$ cat src/rtl/fixp_accum_mc.sv
// Multi-channel signed fixed-point accumulator with saturation/wrap, sticky
// overflow flags and a sequential dump engine that can clear channels as read.
module fixp_accum_mc #(
  parameter int IN_INT   = 4,
  parameter int FRAC     = 12,
  parameter int ACC_INT  = 8,
  parameter int CHANNELS = 4,
  parameter int SATURATE = 1,
  localparam int CH_W    = (CHANNELS > 1) ? $clog2(CHANNELS) : 1,
  localparam int AW      = ACC_INT + FRAC,
  localparam int IW      = IN_INT + FRAC
) (
  input  logic                 clk,
  input  logic                 reset,
  input  logic signed [IW-1:0] data_in,
  input  logic                 data_en,
  input  logic [CH_W-1:0]      data_ch,
  input  logic                 clear_en,
  input  logic                 dump_start,
  input  logic                 dump_clear,
  output logic                 busy,
  output logic                 out_valid,
  output logic [CH_W-1:0]      out_ch,
  output logic signed [AW-1:0] data_out,
  output logic                 out_ovf,
  output logic [CHANNELS-1:0]  ovf
);

  typedef enum logic {IDLE, DUMP} state_t;

  localparam logic [AW-1:0] ACC_MAX = {1'b0, {(AW-1){1'b1}}};
  localparam logic [AW-1:0] ACC_MIN = {1'b1, {(AW-1){1'b0}}};

  state_t            state_reg;
  logic [CH_W-1:0]   idx_reg;
  logic              mode_reg;
  logic [AW-1:0]     acc_arr [CHANNELS];
  logic [AW:0]       data_ext;
  logic              idle;

  assign idle     = (state_reg == IDLE);
  assign data_ext = {{(AW+1-IW){data_in[IW-1]}}, data_in};

  generate
    for (genvar gi = 0; gi < CHANNELS; gi++) begin : gen_ch
      logic [AW-1:0] acc_reg;
      logic          ovf_reg;
      logic [AW:0]   sum;
      logic          sum_ovf;
      logic [AW-1:0] sum_res;
      logic          sel;
      logic          dump_clr;

      always_comb begin
        sum     = {acc_reg[AW-1], acc_reg} + data_ext;
        sum_ovf = sum[AW] ^ sum[AW-1];
        sum_res = sum[AW-1:0];
        if (sum_ovf && (SATURATE != 0))
          sum_res = sum[AW] ? ACC_MIN : ACC_MAX;
        // Out-of-range data_ch never matches any gi, so it is silently ignored.
        sel      = idle && (data_ch == CH_W'(gi));
        dump_clr = (state_reg == DUMP) && mode_reg && (idx_reg == CH_W'(gi));
      end

      always_ff @(posedge clk) begin
        if (reset) begin
          acc_reg <= '0;
          ovf_reg <= 1'b0;
        end else if ((sel && clear_en) || dump_clr) begin
          acc_reg <= '0;
          ovf_reg <= 1'b0;
        end else if (sel && data_en) begin
          acc_reg <= sum_res;
          if (sum_ovf)
            ovf_reg <= 1'b1;
        end
      end

      assign acc_arr[gi] = acc_reg;
      assign ovf[gi]     = ovf_reg;
    end
  endgenerate

  // Dump engine: one channel per cycle; the final emission returns to IDLE.
  always_ff @(posedge clk) begin
    if (reset) begin
      state_reg <= IDLE;
      idx_reg   <= '0;
      mode_reg  <= 1'b0;
      busy      <= 1'b0;
      out_valid <= 1'b0;
      out_ch    <= '0;
      data_out  <= '0;
      out_ovf   <= 1'b0;
    end else begin
      case (state_reg)
        IDLE: begin
          out_valid <= 1'b0;
          if (dump_start) begin
            state_reg <= DUMP;
            idx_reg   <= '0;
            mode_reg  <= dump_clear;
            busy      <= 1'b1;
          end
        end
        DUMP: begin
          out_valid <= 1'b1;
          out_ch    <= idx_reg;
          data_out  <= acc_arr[idx_reg];
          out_ovf   <= ovf[idx_reg];
          if (idx_reg == CH_W'(CHANNELS - 1)) begin
            state_reg <= IDLE;
            busy      <= 1'b0;
          end else begin
            idx_reg <= idx_reg + 1'b1;
          end
        end
        default: state_reg <= IDLE;
      endcase
    end
  end

endmodule

$ cat config.mk
export PLATFORM = sky130hd
export DESIGN_NAME = fixp_accum_mc
export DESIGN_NICKNAME = d
export VERILOG_FILES = /design/src/rtl/fixp_accum_mc.sv
export SDC_FILE = /design/constraint.sdc
export NUM_CORES = 1
export LEC_CHECK = 0
export ABC_AREA = 0
export BUFFER_PORTS_ARGS = -buffer_cell sky130_fd_sc_hd__buf_2
export CAP_MARGIN = 20
export CORE_ASPECT_RATIO = 1.1
export CORE_MARGIN = 1.5
export CORE_UTILIZATION = 30
export DETAILED_ROUTE_END_ITERATION = 8
export GPL_TIMING_DRIVEN = 0
export PLACE_DENSITY = 0.45
export SKIP_LAST_GASP = 1
export SYNTH_ARGS = -nofsm -noshare
export SYNTH_HDL_FRONTEND = slang
export SYNTH_SLANG_ARGS = --single-unit
$ cat constraint.sdc
create_clock -name clk -period 3.3 [get_ports clk]
set_clock_uncertainty 0.15 [all_clocks]
set_input_delay 0.165 -clock clk [delete_from_list [all_inputs] [get_ports clk]]
set_output_delay 0.165 -clock clk [all_outputs]
set_load 0.05 [all_outputs]
* After elaboration in Yosys (flattened, before gate mapping)
Cells that the tools add are included.
** Storage, ports and cells
- Bits in registers :: 113
- Input port bits :: 24
- RAM bits :: 0
- Output and inout port bits :: 29
- Memory bits (read-only) :: 0
- Logic and storage cells :: 95
- Latch bits :: 0
- Memories :: 0
** Cells by class
- Multipliers :: 0
- Add/subtract/negate cells :: 5
- Reductions and logical operators :: 34
- Shift operators :: 0
- Equality and inequality tests :: 9
- Bitwise logic cells :: 6
- Multiplexer cells :: 23
- Magnitude comparators :: 2
- Div/mod/pow operators :: 0
** Operators with widths (count)
- two-way mux 20 bit :: 10
- adder 20 x 16 -> 21 bit :: 4
- binary-select mux 20 bit (select 2 bit) :: 1
- logical AND 1 bit :: 17
- AND reduction 2 bit :: 7
- == test 2 bit, second input constant :: 4
- OR reduction 2 bit :: 4
- one-hot mux 1 bit (2 select lines) :: 3
- two-way mux 1 bit :: 5
- == test 2 x 1 -> 1 bit, second input constant :: 2
- zero test 2 bit :: 2
- logical OR 1 bit :: 4
- two-way mux 2 bit :: 2
- inequality test 2 bit, second input constant :: 2
- one-hot mux 2 bit (2 select lines) :: 1
- bitwise XOR 1 bit :: 4
- greater-or-equal comparator 3 bit, second input constant :: 1
- less-than comparator 2 x 3 -> 1 bit, second input constant :: 1
- inverter 2 -> 3 bit :: 1
- adder 2 x 1 -> 2 bit, second input constant :: 1
- binary-select mux 1 bit (select 2 bit) :: 1
- inequality test 2 x 1 -> 1 bit, second input constant :: 1
- inverter 1 bit :: 1

* Logic depth before layout (Yosys ltp)
- Word-level depth :: 5
- Mapped depth :: 14
- Mapped depth without buffers :: 12

* Worst setup path before layout
Ideal clock, no wire load.
- Path kind :: flip-flop to flip-flop
- Start point :: reg gen_ch[1].acc_reg[0]
- End point :: reg gen_ch[1].acc_reg[1]
- Stages on the path, launching flop included :: 14
- Path slack :: 0.409 ns
- Data arrival time :: 2.656 ns
- Path buffers :: 1
- Required time :: 3.064 ns
- Path through :: dfxtp_1 -> ha_1 -> inv_1 -> fa_1 -> nor2b_1 -> o31a_1 -> o31a_1 -> o211ai_1 -> a21bo_2 -> a31oi_1 -> buf_4 -> inv_1 -> maj3_1 -> a211oi_1
** Between the ends
- Longest elaborated chain between the ends :: 3
- Elaborated cells between the ends (all ways) :: 4
** Ends and longest elaborated chain
- from (decl) :: line 46 : logic [AW-1:0] acc_reg;
- from (signal assigned) :: line 73 : acc_reg <= sum_res;
- adder 20 x 16 -> 21 bit (*) :: line 55 : sum = {acc_reg[AW-1], acc_reg} + data_ext;
- two-way mux 20 bit / bitwise XOR 1 bit (equally long branches) :: line 59, 56
- two-way mux 20 bit (*) :: line 58 : if (sum_ovf && (SATURATE != 0))
Mark *: on every way between the ends. The rest lies on a longest branch, timed or not.
A chain may end at the register's enable or synchronous reset.

* Worst setup path in the final report
- Start point :: reg gen_ch[2].acc_reg[0]
- End point :: reg gen_ch[2].acc_reg[1]
** Between the ends
- Longest elaborated chain between the ends :: 3
- Elaborated cells between the ends (all ways) :: 4
** Ends and longest elaborated chain (line)
- from (decl) :: 46
- from (signal assigned) :: 73
- adder 20 x 16 -> 21 bit (*) :: 55
- two-way mux 20 bit / bitwise XOR 1 bit (equally long branches) :: 59, 56
- two-way mux 20 bit (*) :: 58
Marks and branches as above.

==> reports/results.ini <==
[die]
die_area_mm2=0.03210
die_height_um=187.8
rows=67
io-pin-count=53
initial_utilization_pct=30.51
coreArea_mm2=0.03051
die_w_um=171.0

[status]
status=finished clean

[logic_synthesis]
synth_warnings=0
synth_most_common_cell=a21oi_1
synth-seq-cells=113
synth_largest_area_cell=dfxtp_1
synth_top_area_share_pct=24.30
netlist_instances=1149
synthArstFlopShare_pct=0
syn_nets=1261
netlist-cell-type-count=78
synth_top_cells_by_count=136 x a21oi_1, 133 x nor2_1, 113 x dfxtp_1, 94 x o21ai_0, 84 x ha_1
synth_edf_count=0
seq_area_frac_synth_pct=24.30
ys.flop_type=dfxtp_1
synth_area_leaders=dfxtp_1 24%, ha_1 11%, a21oi_1 7.3%
synth_area_mm2=0.009310
syn_avg_cell_area_um2=8.103

[clock_tree]
cts_max_path_buffers=2
clk_latency_ns=0.43
cts_buffers=17
cts_tree=yes
htree_levels=4
clkSlewWorstSetupHoldPaths_ns=0.06
cts.sinks=113
root_buffer=clkbuf_16

[drt]
vias_per_cell=5.334
drc=0
antenna_left=0
dr.pass1.iters=5
num_vias=8875
wl_um=33750
detail_route.wl_per_cell_um=20.28
drtIter0Drc=498

[global_route]
grt_overflow=0
grt_pass1_wl_um=50920
use_met3_pct=2.596
grt_use_total_pct=21.30
grt_util_met1_pct=27.38
grt_pass1_vias=8562
grt_start_max_net_pins=21
antenna_found_initial=0
met2_usage_pct=36.63
top_usage_layer=met2

[timing]
final.period_utilization_pct=97.36
slew_headroom_pct=29.23
finalCriticalPeriod_ns=3.213
final_max_slew_viol_count=0
worst-slew-pin-transition_ns=1.053
finalSetupViolations=0
max_clock_freq_mhz=311.3
rsz0062_at_grt=yes
finalHoldViolCount=0

[placed_design]
post-place-cells=1613
placed_cell_area_mm2=0.01008
portBuffers=50
dpl.hpwl_um=26410
globalplace.congestion=0.9192

[critical_path]
crit_path_max_fanout=10
critical_path_class=flip-flop to flip-flop
rrSetupSlack_ns=0.09
critPathCaptureType=flip-flop
crit_start=gen_ch[2].acc_reg[0]
start_kind=flip-flop
required_ns=3.48
r2r_cells=13
cp_data_arrival_time_ns=3.39
timing.rr.start=gen_ch[2].acc_reg[0]

[finish]
drive_gt1_share_pct=17.85
largest_register_ffs=80
fillers=3249
nNetsFinal=1348
synthToLayoutAreaGrowth_pct=18.98
stdcell_count=1664
final_cell_area_mm2=0.01108

[job]
maxCapViolCount=0

[power_and_ir_drop]
cellPowerDensity_mw_per_mm2=435.8
ir_worst_vdd_mv=0.2557
p_leak_nw=4.435

[worst_hold_path]
hold_class=primary input to flip-flop
hp-start=data_in[0]
min_delay_path_depth=4

[placed cells by master (no fill, tap or decap), types with 8 or more instances in the layout]
| master | instances |
|---|---|
| o22ai_1 | 16 |
| a211oi_1 | 46 |
| nor2_1 | 133 |
| nand2_1 | 48 |
| and3_1 | 10 |
| a21oi_1 | 130 |
| mux2_2 | 14 |
| a211oi_2 | 19 |
| buf_4 | 25 |
| xnor2_1 | 45 |
| a21o_1 | 20 |
| o21ai_0 | 92 |
| clkbuf_1 | 36 |
| nand2b_1 | 12 |
| nor2b_1 | 27 |
| o211ai_1 | 12 |
| a21oi_2 | 14 |
| nand3_1 | 11 |
| ha_1 | 81 |
| inv_1 | 36 |
| o21a_1 | 17 |
| mux4_2 | 8 |
| mux2i_1 | 24 |
| dfxtp_1 | 111 |
| nor3_1 | 13 |
| o21ai_1 | 13 |
| buf_2 | 52 |
| a31oi_1 | 9 |
| clkbuf_16 | 17 |
| xor2_1 | 16 |
[path summary, 6_finish.rpt]
kind,endpoint
max,gen_ch[2].acc_reg[1]
max reg2reg,gen_ch[2].acc_reg[1]
min reg2reg,gen_ch[2].acc_reg[0]
min,gen_ch[3].acc_reg[0]
[per-stage QoR]
stage          setup TNS, ns  worst slack, ns  util, %  hold slack, ns  total power, mW
4_1_cts             -0.03826         -0.03826    35.67          0.2233            4.812
6_report                   0          0.08721    36.30          0.2368            4.827
5_1_grt             -0.05559         -0.05533    36.29          0.2531            5.049
3_5_place_dp          -28.61          -0.5991    33.05          0.2921            2.751
2_1_floorplan              0           0.4090        -         0.09809            2.402
3_3_place_gp          -29.93          -0.6579    33.03          0.2762            2.750
[metal layers]
metal,vias to the layer above,routed length [µm]
met3,39,1007
met2,154,16550
met5,-,0
li1,4426,-
met1,4256,15380
met4,0,809
[worst max-delay path, cell delays in order (launching register included)]
cell and delay [ns]:
dfxtp_1 0.35, ha_2 0.22, inv_1 0.06, fa_2 0.36
nor2b_2 0.16, o31ai_2 0.11, a211oi_2 0.37, o2111ai_2 0.16
nand4_1 0.15, a31o_2 0.19, buf_6 0.16, inv_1 0.06
maj3_1 0.38, a211oi_1 0.24
[timing repair]
item,CTS,global route
hold buffers,3,0
hold endpoints to repair,4,0
setup endpoints to repair,79,78
setup buffers,7,8
pin swaps,7,12
gates resized for setup,21,39
[logic make-up (layout without fill, tap and decap cells)]
family,count (synthesis),in the layout,share of synthesized area [%]
buf+inv,97,197,4.475
fa+ha+maj,96,96,13.06
flops,113,113,24.30
simple gates,289,289,14.55
other cells,0,1,0
mux,46,46,6.209
xor+xnor,63,63,6.088
compound gates,445,445,31.31
[report_power, final]
group | internal (mW) | leakage, nW | switching, mW
Combinational | 0.503 | 3.21 | 0.803
Clock | 1.32 | 0.303 | 0.701
Sequential | 1.43 | 0.920 | 0.0719
Total | 3.25 | 4.44 | 1.58
[final cells by class]
type	instances	area [µm²]	area share, %
plain buffers	61	317.8	2.869
diodes	1	2.502	0.02259
inverters	36	135.1	1.220
well taps	414	518.0	4.676
multi-input cells	939	6814	61.52
flip-flops and latches	113	2265	20.44
clock inverters	9	153.9	1.389
repair buffers	68	392.9	3.547
clock buffers	23	478.0	4.315
Note: power is estimated with default switching activity, not from simulation.
